File: src/rtl/maxnet_winner_select.sv
// Result stage for the four-unit MaxNet: captures PU outputs on a rising done
// edge, scans them one per cycle, and holds the winner behind valid/ready.
// Optional handshake counter on port run_count when MAXNET_STATS_EN is defined.
module maxnet_winner_select #(
  parameter int W    = 5,
  parameter int FRAC = 3
) (
  input  logic         clk,
  input  logic         rst,
  input  logic         done,
  input  logic [W-1:0] pu_out1,
  input  logic [W-1:0] pu_out2,
  input  logic [W-1:0] pu_out3,
  input  logic [W-1:0] pu_out4,
  input  logic         win_ready,
  output logic         win_valid,
  output logic [1:0]   win_idx,
  output logic [3:0]   win_onehot,
  output logic [W-1:0] win_value,
  output logic         no_winner,
  output logic         multi_winner,
  output logic         overrun
`ifdef MAXNET_STATS_EN
  ,
  output logic [15:0]  run_count
`endif
);

  if (FRAC < 0 || FRAC >= W) begin : g_frac_check
    $error("FRAC must lie in [0, W-1]");
  end

  typedef enum logic [1:0] {
    S_IDLE   = 2'd0,
    S_SCAN   = 2'd1,
    S_RESULT = 2'd2
  } state_e;

  function automatic logic [3:0] idx_decode(input logic [1:0] idx);
    logic [3:0] oh;
    oh = 4'b0000;
    case (idx)
      2'd0:    oh = 4'b0001;
      2'd1:    oh = 4'b0010;
      2'd2:    oh = 4'b0100;
      2'd3:    oh = 4'b1000;
      default: oh = 4'b0000;
    endcase
    return oh;
  endfunction

  state_e               state_q, state_d;
  logic                 done_d_q;
  logic signed [W-1:0]  v_q [4];
  logic signed [W-1:0]  v_d [4];
  logic [1:0]           best_idx_q, best_idx_d;
  logic signed [W-1:0]  best_val_q, best_val_d;
  logic [2:0]           pos_cnt_q, pos_cnt_d;
  logic [1:0]           k_q, k_d;

  logic                 win_valid_q, win_valid_d;
  logic [1:0]           win_idx_q, win_idx_d;
  logic [3:0]           win_onehot_q, win_onehot_d;
  logic [W-1:0]         win_value_q, win_value_d;
  logic                 no_winner_q, no_winner_d;
  logic                 multi_winner_q, multi_winner_d;
  logic                 overrun_q, overrun_d;
  logic [15:0]          run_count_q, run_count_d;

  logic                 start_s;
  logic                 handshake_s;
  logic signed [W-1:0]  v_k_s;
  logic                 pos_k_s;
  logic                 better_s;
  logic [2:0]           pos_cnt_nx_s;
  logic [1:0]           best_idx_nx_s;
  logic signed [W-1:0]  best_val_nx_s;

  assign start_s     = done & ~done_d_q;
  assign handshake_s = win_valid_q & win_ready;

  // Per-cycle scan step: positivity count and running maximum (lower index wins ties)
  always_comb begin
    v_k_s         = v_q[k_q];
    pos_k_s       = ~v_k_s[W-1] & (v_k_s != {W{1'b0}});
    better_s      = (k_q != 2'd0) && (v_k_s > best_val_q);
    pos_cnt_nx_s  = pos_cnt_q;
    best_idx_nx_s = best_idx_q;
    best_val_nx_s = best_val_q;
    if (pos_k_s && (pos_cnt_q != 3'd4)) begin
      pos_cnt_nx_s = pos_cnt_q + 3'd1;
    end else begin
      pos_cnt_nx_s = pos_cnt_q;
    end
    if (better_s) begin
      best_idx_nx_s = k_q;
      best_val_nx_s = v_k_s;
    end else begin
      best_idx_nx_s = best_idx_q;
      best_val_nx_s = best_val_q;
    end
  end

  // Next-state logic
  always_comb begin
    state_d = state_q;
    case (state_q)
      S_IDLE: begin
        if (start_s) state_d = S_SCAN;
        else         state_d = S_IDLE;
      end
      S_SCAN: begin
        if (k_q == 2'd3) state_d = S_RESULT;
        else             state_d = S_SCAN;
      end
      S_RESULT: begin
        if (handshake_s) state_d = S_IDLE;
        else             state_d = S_RESULT;
      end
      default: state_d = S_IDLE;
    endcase
  end

  // Capture and scan datapath updates
  always_comb begin
    v_d        = v_q;
    best_idx_d = best_idx_q;
    best_val_d = best_val_q;
    pos_cnt_d  = pos_cnt_q;
    k_d        = k_q;
    case (state_q)
      S_IDLE: begin
        if (start_s) begin
          v_d[0]     = pu_out1;
          v_d[1]     = pu_out2;
          v_d[2]     = pu_out3;
          v_d[3]     = pu_out4;
          best_idx_d = 2'd0;
          best_val_d = pu_out1;
          pos_cnt_d  = 3'd0;
          k_d        = 2'd0;
        end else begin
          k_d = k_q;
        end
      end
      S_SCAN: begin
        pos_cnt_d  = pos_cnt_nx_s;
        best_idx_d = best_idx_nx_s;
        best_val_d = best_val_nx_s;
        k_d        = k_q + 2'd1;
      end
      S_RESULT: k_d = k_q;
      default:  k_d = 2'd0;
    endcase
  end

  // Result outputs, sticky overrun and handshake counter
  always_comb begin
    win_valid_d    = win_valid_q;
    win_idx_d      = win_idx_q;
    win_onehot_d   = win_onehot_q;
    win_value_d    = win_value_q;
    no_winner_d    = no_winner_q;
    multi_winner_d = multi_winner_q;
    overrun_d      = overrun_q;
    run_count_d    = run_count_q;
    case (state_q)
      S_IDLE: begin
        if (start_s) overrun_d = 1'b0;
        else         overrun_d = overrun_q;
      end
      S_SCAN: begin
        if (start_s) overrun_d = 1'b1;
        else         overrun_d = overrun_q;
        if (k_q == 2'd3) begin
          win_valid_d    = 1'b1;
          win_idx_d      = best_idx_nx_s;
          win_value_d    = best_val_nx_s;
          no_winner_d    = (pos_cnt_nx_s == 3'd0);
          multi_winner_d = (pos_cnt_nx_s > 3'd1);
          if (pos_cnt_nx_s == 3'd0) win_onehot_d = 4'b0000;
          else                      win_onehot_d = idx_decode(best_idx_nx_s);
        end else begin
          win_valid_d = 1'b0;
        end
      end
      S_RESULT: begin
        if (start_s) overrun_d = 1'b1;
        else         overrun_d = overrun_q;
        if (handshake_s) begin
          win_valid_d = 1'b0;
          run_count_d = run_count_q + 16'd1;
        end else begin
          win_valid_d = win_valid_q;
        end
      end
      default: win_valid_d = 1'b0;
    endcase
  end

  // State register and all flops
  always_ff @(posedge clk or negedge rst) begin
    if (!rst) begin
      state_q        <= S_IDLE;
      done_d_q       <= 1'b0;
      for (int i = 0; i < 4; i++) v_q[i] <= {W{1'b0}};
      best_idx_q     <= 2'd0;
      best_val_q     <= {W{1'b0}};
      pos_cnt_q      <= 3'd0;
      k_q            <= 2'd0;
      win_valid_q    <= 1'b0;
      win_idx_q      <= 2'd0;
      win_onehot_q   <= 4'b0000;
      win_value_q    <= {W{1'b0}};
      no_winner_q    <= 1'b0;
      multi_winner_q <= 1'b0;
      overrun_q      <= 1'b0;
      run_count_q    <= 16'd0;
    end else begin
      state_q        <= state_d;
      done_d_q       <= done;
      v_q            <= v_d;
      best_idx_q     <= best_idx_d;
      best_val_q     <= best_val_d;
      pos_cnt_q      <= pos_cnt_d;
      k_q            <= k_d;
      win_valid_q    <= win_valid_d;
      win_idx_q      <= win_idx_d;
      win_onehot_q   <= win_onehot_d;
      win_value_q    <= win_value_d;
      no_winner_q    <= no_winner_d;
      multi_winner_q <= multi_winner_d;
      overrun_q      <= overrun_d;
      run_count_q    <= run_count_d;
    end
  end

  assign win_valid    = win_valid_q;
  assign win_idx      = win_idx_q;
  assign win_onehot   = win_onehot_q;
  assign win_value    = win_value_q;
  assign no_winner    = no_winner_q;
  assign multi_winner = multi_winner_q;
  assign overrun      = overrun_q;
`ifdef MAXNET_STATS_EN
  assign run_count    = run_count_q;
`else
  logic unused_run_count_s;
  assign unused_run_count_s = ^run_count_q;
`endif

endmodule

File: config.mk
export PLATFORM = sky130hd
export DESIGN_NAME = maxnet_winner_select
export DESIGN_NICKNAME = d
export VERILOG_FILES = /design/src/rtl/maxnet_winner_select.sv
export SDC_FILE = /design/constraint.sdc
export NUM_CORES = 1
export LEC_CHECK = 0
export ABC_CLOCK_PERIOD_IN_PS = 6520
export BUFFER_PORTS_ARGS = -buffer_cell sky130_fd_sc_hd__buf_4
export CAP_MARGIN = 25
export CORE_UTILIZATION = 55
export CTS_CLUSTER_DIAMETER = 100
export DETAILED_ROUTE_END_ITERATION = 16
export PLACE_DENSITY = 0.77
export SYNTH_ARGS = -nofsm -noshare
export SYNTH_HDL_FRONTEND = slang
export SYNTH_SLANG_ARGS = --single-unit
File: constraint.sdc
create_clock -name clk -period 6.52 [get_ports clk]
set_input_delay 0.978 -clock clk [delete_from_list [all_inputs] [get_ports clk]]
set_output_delay 0.978 -clock clk [all_outputs]
set_load 0.05 [all_outputs]
==> results.tsv <==
metric	value	unit
status	complete, but fails checks	
failed_checks	design-rule violations	
nets	300	
syn_area	2596	um^2
ir_drop	0.2906	mV
overflow	0	
syn_area_per_cell	11.34	um^2
drt_first_pass_iters	10	
p_per_area	578.0	nW/um^2
synth_nets	266	
ios	39	
clk_pin_slew	0.09	ns
grt_max_degree	51	
critPathMaxFanout	21	
wl	4750	um
dr_wl_met3	236	um
synthCells	229	
fmax	287.5	MHz
cts_hold_buf	0	
max_slew_margin	0.3189	
antenna_found_initial	0	
wl_per_cell	15.03	um
path_cells	mux4_2, ha_1, nor2b_1, o211ai_1, a311o_1, a21oi_1, a2bb2oi_1	
grt_pass1_vias	1849	
rr_endpoint	best_val_q[2]	
reg2reg_slack	3.04	ns
worstMarginPinSlew	1.022	ns
reg2reg_depth	7	
leakage	0.001434	uW
cts_max_level	2	
die_area	4999	um^2
hold_viol	0	
worstSetupEndpointType	flip-flop	
wl_met1	2241	um
slowest_stage	a311o_1	
grt_pass1_wl	8576	um
yosysUniqueCellTypes	43	
drt_iter0_markers	84	
syn2layout_area_growth	15.04	%
max_stage_delay	0.88	ns
rsz0062_at_grt	false	
worst_hold_path_type	reg -> reg	
cts_sinks	50	
cts_buffer_depth	2	
path_class	reg -> reg	
start_util	0.5842	
r2r_start	k_q[0]	
ys_ff_latch	50	
hold_path.startpoint	win_onehot[1]	
synth-edff-count	0	
root_buffer	clkbuf_8	
layout_commonest_cell	dfrtp_1	
cts_buffers	5	
crit_arrival	3.64	ns
yosysWarnings	0	
holdPathStages	2	
highest_layer	met4	
grtUsageTotal	0.2202	
coreArea	4444	um^2
routed_via_density	5.693	
ant_nets	0	
period_minus_slack	3.478	ns
final_cell_mix	dfrtp_1, buf_4, nand2_1, inv_1	
drv_slew	0	
crit_required	6.68	ns
finalCritPeriodShare	0.5334	
fp.dieW	70.71	um
rows	24	
setup-tns-final	0	ns
cts_resized	0	
setup_viol	0	
start_kind	flip-flop	
clock_latency	0.30	ns
cts_tree	built	
drive_gt1_frac	0.2576	
hpwlAfterDp	3513	um
synthArstFlopShare	1.000	
ys.flop_type	dfrtp_1	
hold_slack	0.4890	ns
clock_skew	0.008486	ns
ys_seq_area_frac	0.4819	
maxCapViolations	0	
wl_met2	2202	um
insertedDiodeCount	0	
postCtsSetupRepairBufs	0	
gp_congestion	0.8022	
drcViolationCount	4	
vias	1799	
holdPathEnd	win_onehot[1]	
dieHeight	70.71	um
io_buffers	38	
[worst max-delay path by stage]
stage / to / start
floorplan: best_idx_q[0] / k_q[0]
global placement: best_val_q[2] / k_q[0]
detailed placement: best_val_q[4] / k_q[0]
CTS: best_val_q[4] / k_q[0]
global route: best_val_q[2] / k_q[0]
finish: best_val_q[2] / k_q[0]
[synth_stat cells (3+ instances only)]
| library cell | count | area [um^2] |
|---|---|---|
| dfrtp_1 | 50 | 1251 |
| nand2_1 | 24 | 90.09 |
| inv_1 | 14 | 52.55 |
| ha_1 | 13 | 162.7 |
| mux2_2 | 13 | 146.4 |
| mux2i_1 | 12 | 120.1 |
| o21ai_1 | 12 | 60.06 |
| nor2_1 | 11 | 41.29 |
| mux2_1 | 8 | 90.09 |
| a21oi_1 | 7 | 35.03 |
| clkbuf_1 | 6 | 22.52 |
| mux4_2 | 5 | 112.6 |
| nand2b_1 | 5 | 31.28 |
| o22ai_1 | 5 | 31.28 |
| nor3_1 | 4 | 20.02 |
| a2bb2oi_1 | 3 | 26.28 |
| nor2b_1 | 3 | 18.77 |
[registers in the layout, indices dropped and copies added, names as in the netlist, 2 cells and up]
signal	flops
best_idx_q	2
best_val_q	5
k_q	2
pos_cnt_q	3
state_q	2
v_q	20
win_idx	2
win_onehot	4
win_value	5
[critical path, delay by kind of cell, from the launching register on]
kind / cells / cell delay (ns)
muxes: 1 / 0.65
adders and majority gates: 1 / 0.31
DFF: 1 / 0.67
and+or+nand+nor: 1 / 0.13
AOI/OAI and AO/OA: 4 / 1.57
[layer usage]
metal | track usage | vias up
li1 | - | 883
met1 | 0.2964 | 860
met2 | 0.3515 | 49
met3 | 0.05271 | 7
met4 | 0.08000 | 0
met5 | 0 | -
[logic make-up after synthesis]
family,count (synthesis),share of synthesized area
simple gates,54,0.1051
flops,50,0.4819
compound gates,47,0.1248
mux,38,0.1807
buf+inv,26,0.04144
fa+ha+maj,13,0.06265
xor+xnor,1,0.003374
[stage by stage]
stage / instances / util / total power, uW / setup slack [ns] / instance area [um^2]
2_1_floorplan: 229 / - / 1329 / 3.876 / 2596
3_3_place_gp: 308 / 0.6515 / 1520 / 3.186 / 2895
3_5_place_dp: 308 / 0.6515 / 1549 / 3.052 / 2895
4_1_cts: 316 / 0.6720 / 1735 / 3.035 / 2987
5_1_grt: 316 / 0.6720 / 1866 / 2.799 / 2987
6_report: 316 / 0.6720 / 1726 / 3.042 / 2987
[area by class of cell]
cell class / instances / area (um^2)
Multi-Input combinational cell: 153 / 1237
Timing Repair Buffer: 38 / 285.3
Tap cell: 52 / 65.06
Sequential cell: 50 / 1251
Fill cell: 362 / 1458
Inverter: 15 / 56.30
Clock inverter: 1 / 5.005
Clock buffer: 7 / 86.33
[report_power, final]
group | switching (uW) | total, uW | internal (uW)
Clock | 99.0 | 185 | 85.8
Combinational | 569 | 984 | 415
Sequential | 106 | 557 | 451
No activity file was read; power rests on OpenSTA's default activity.
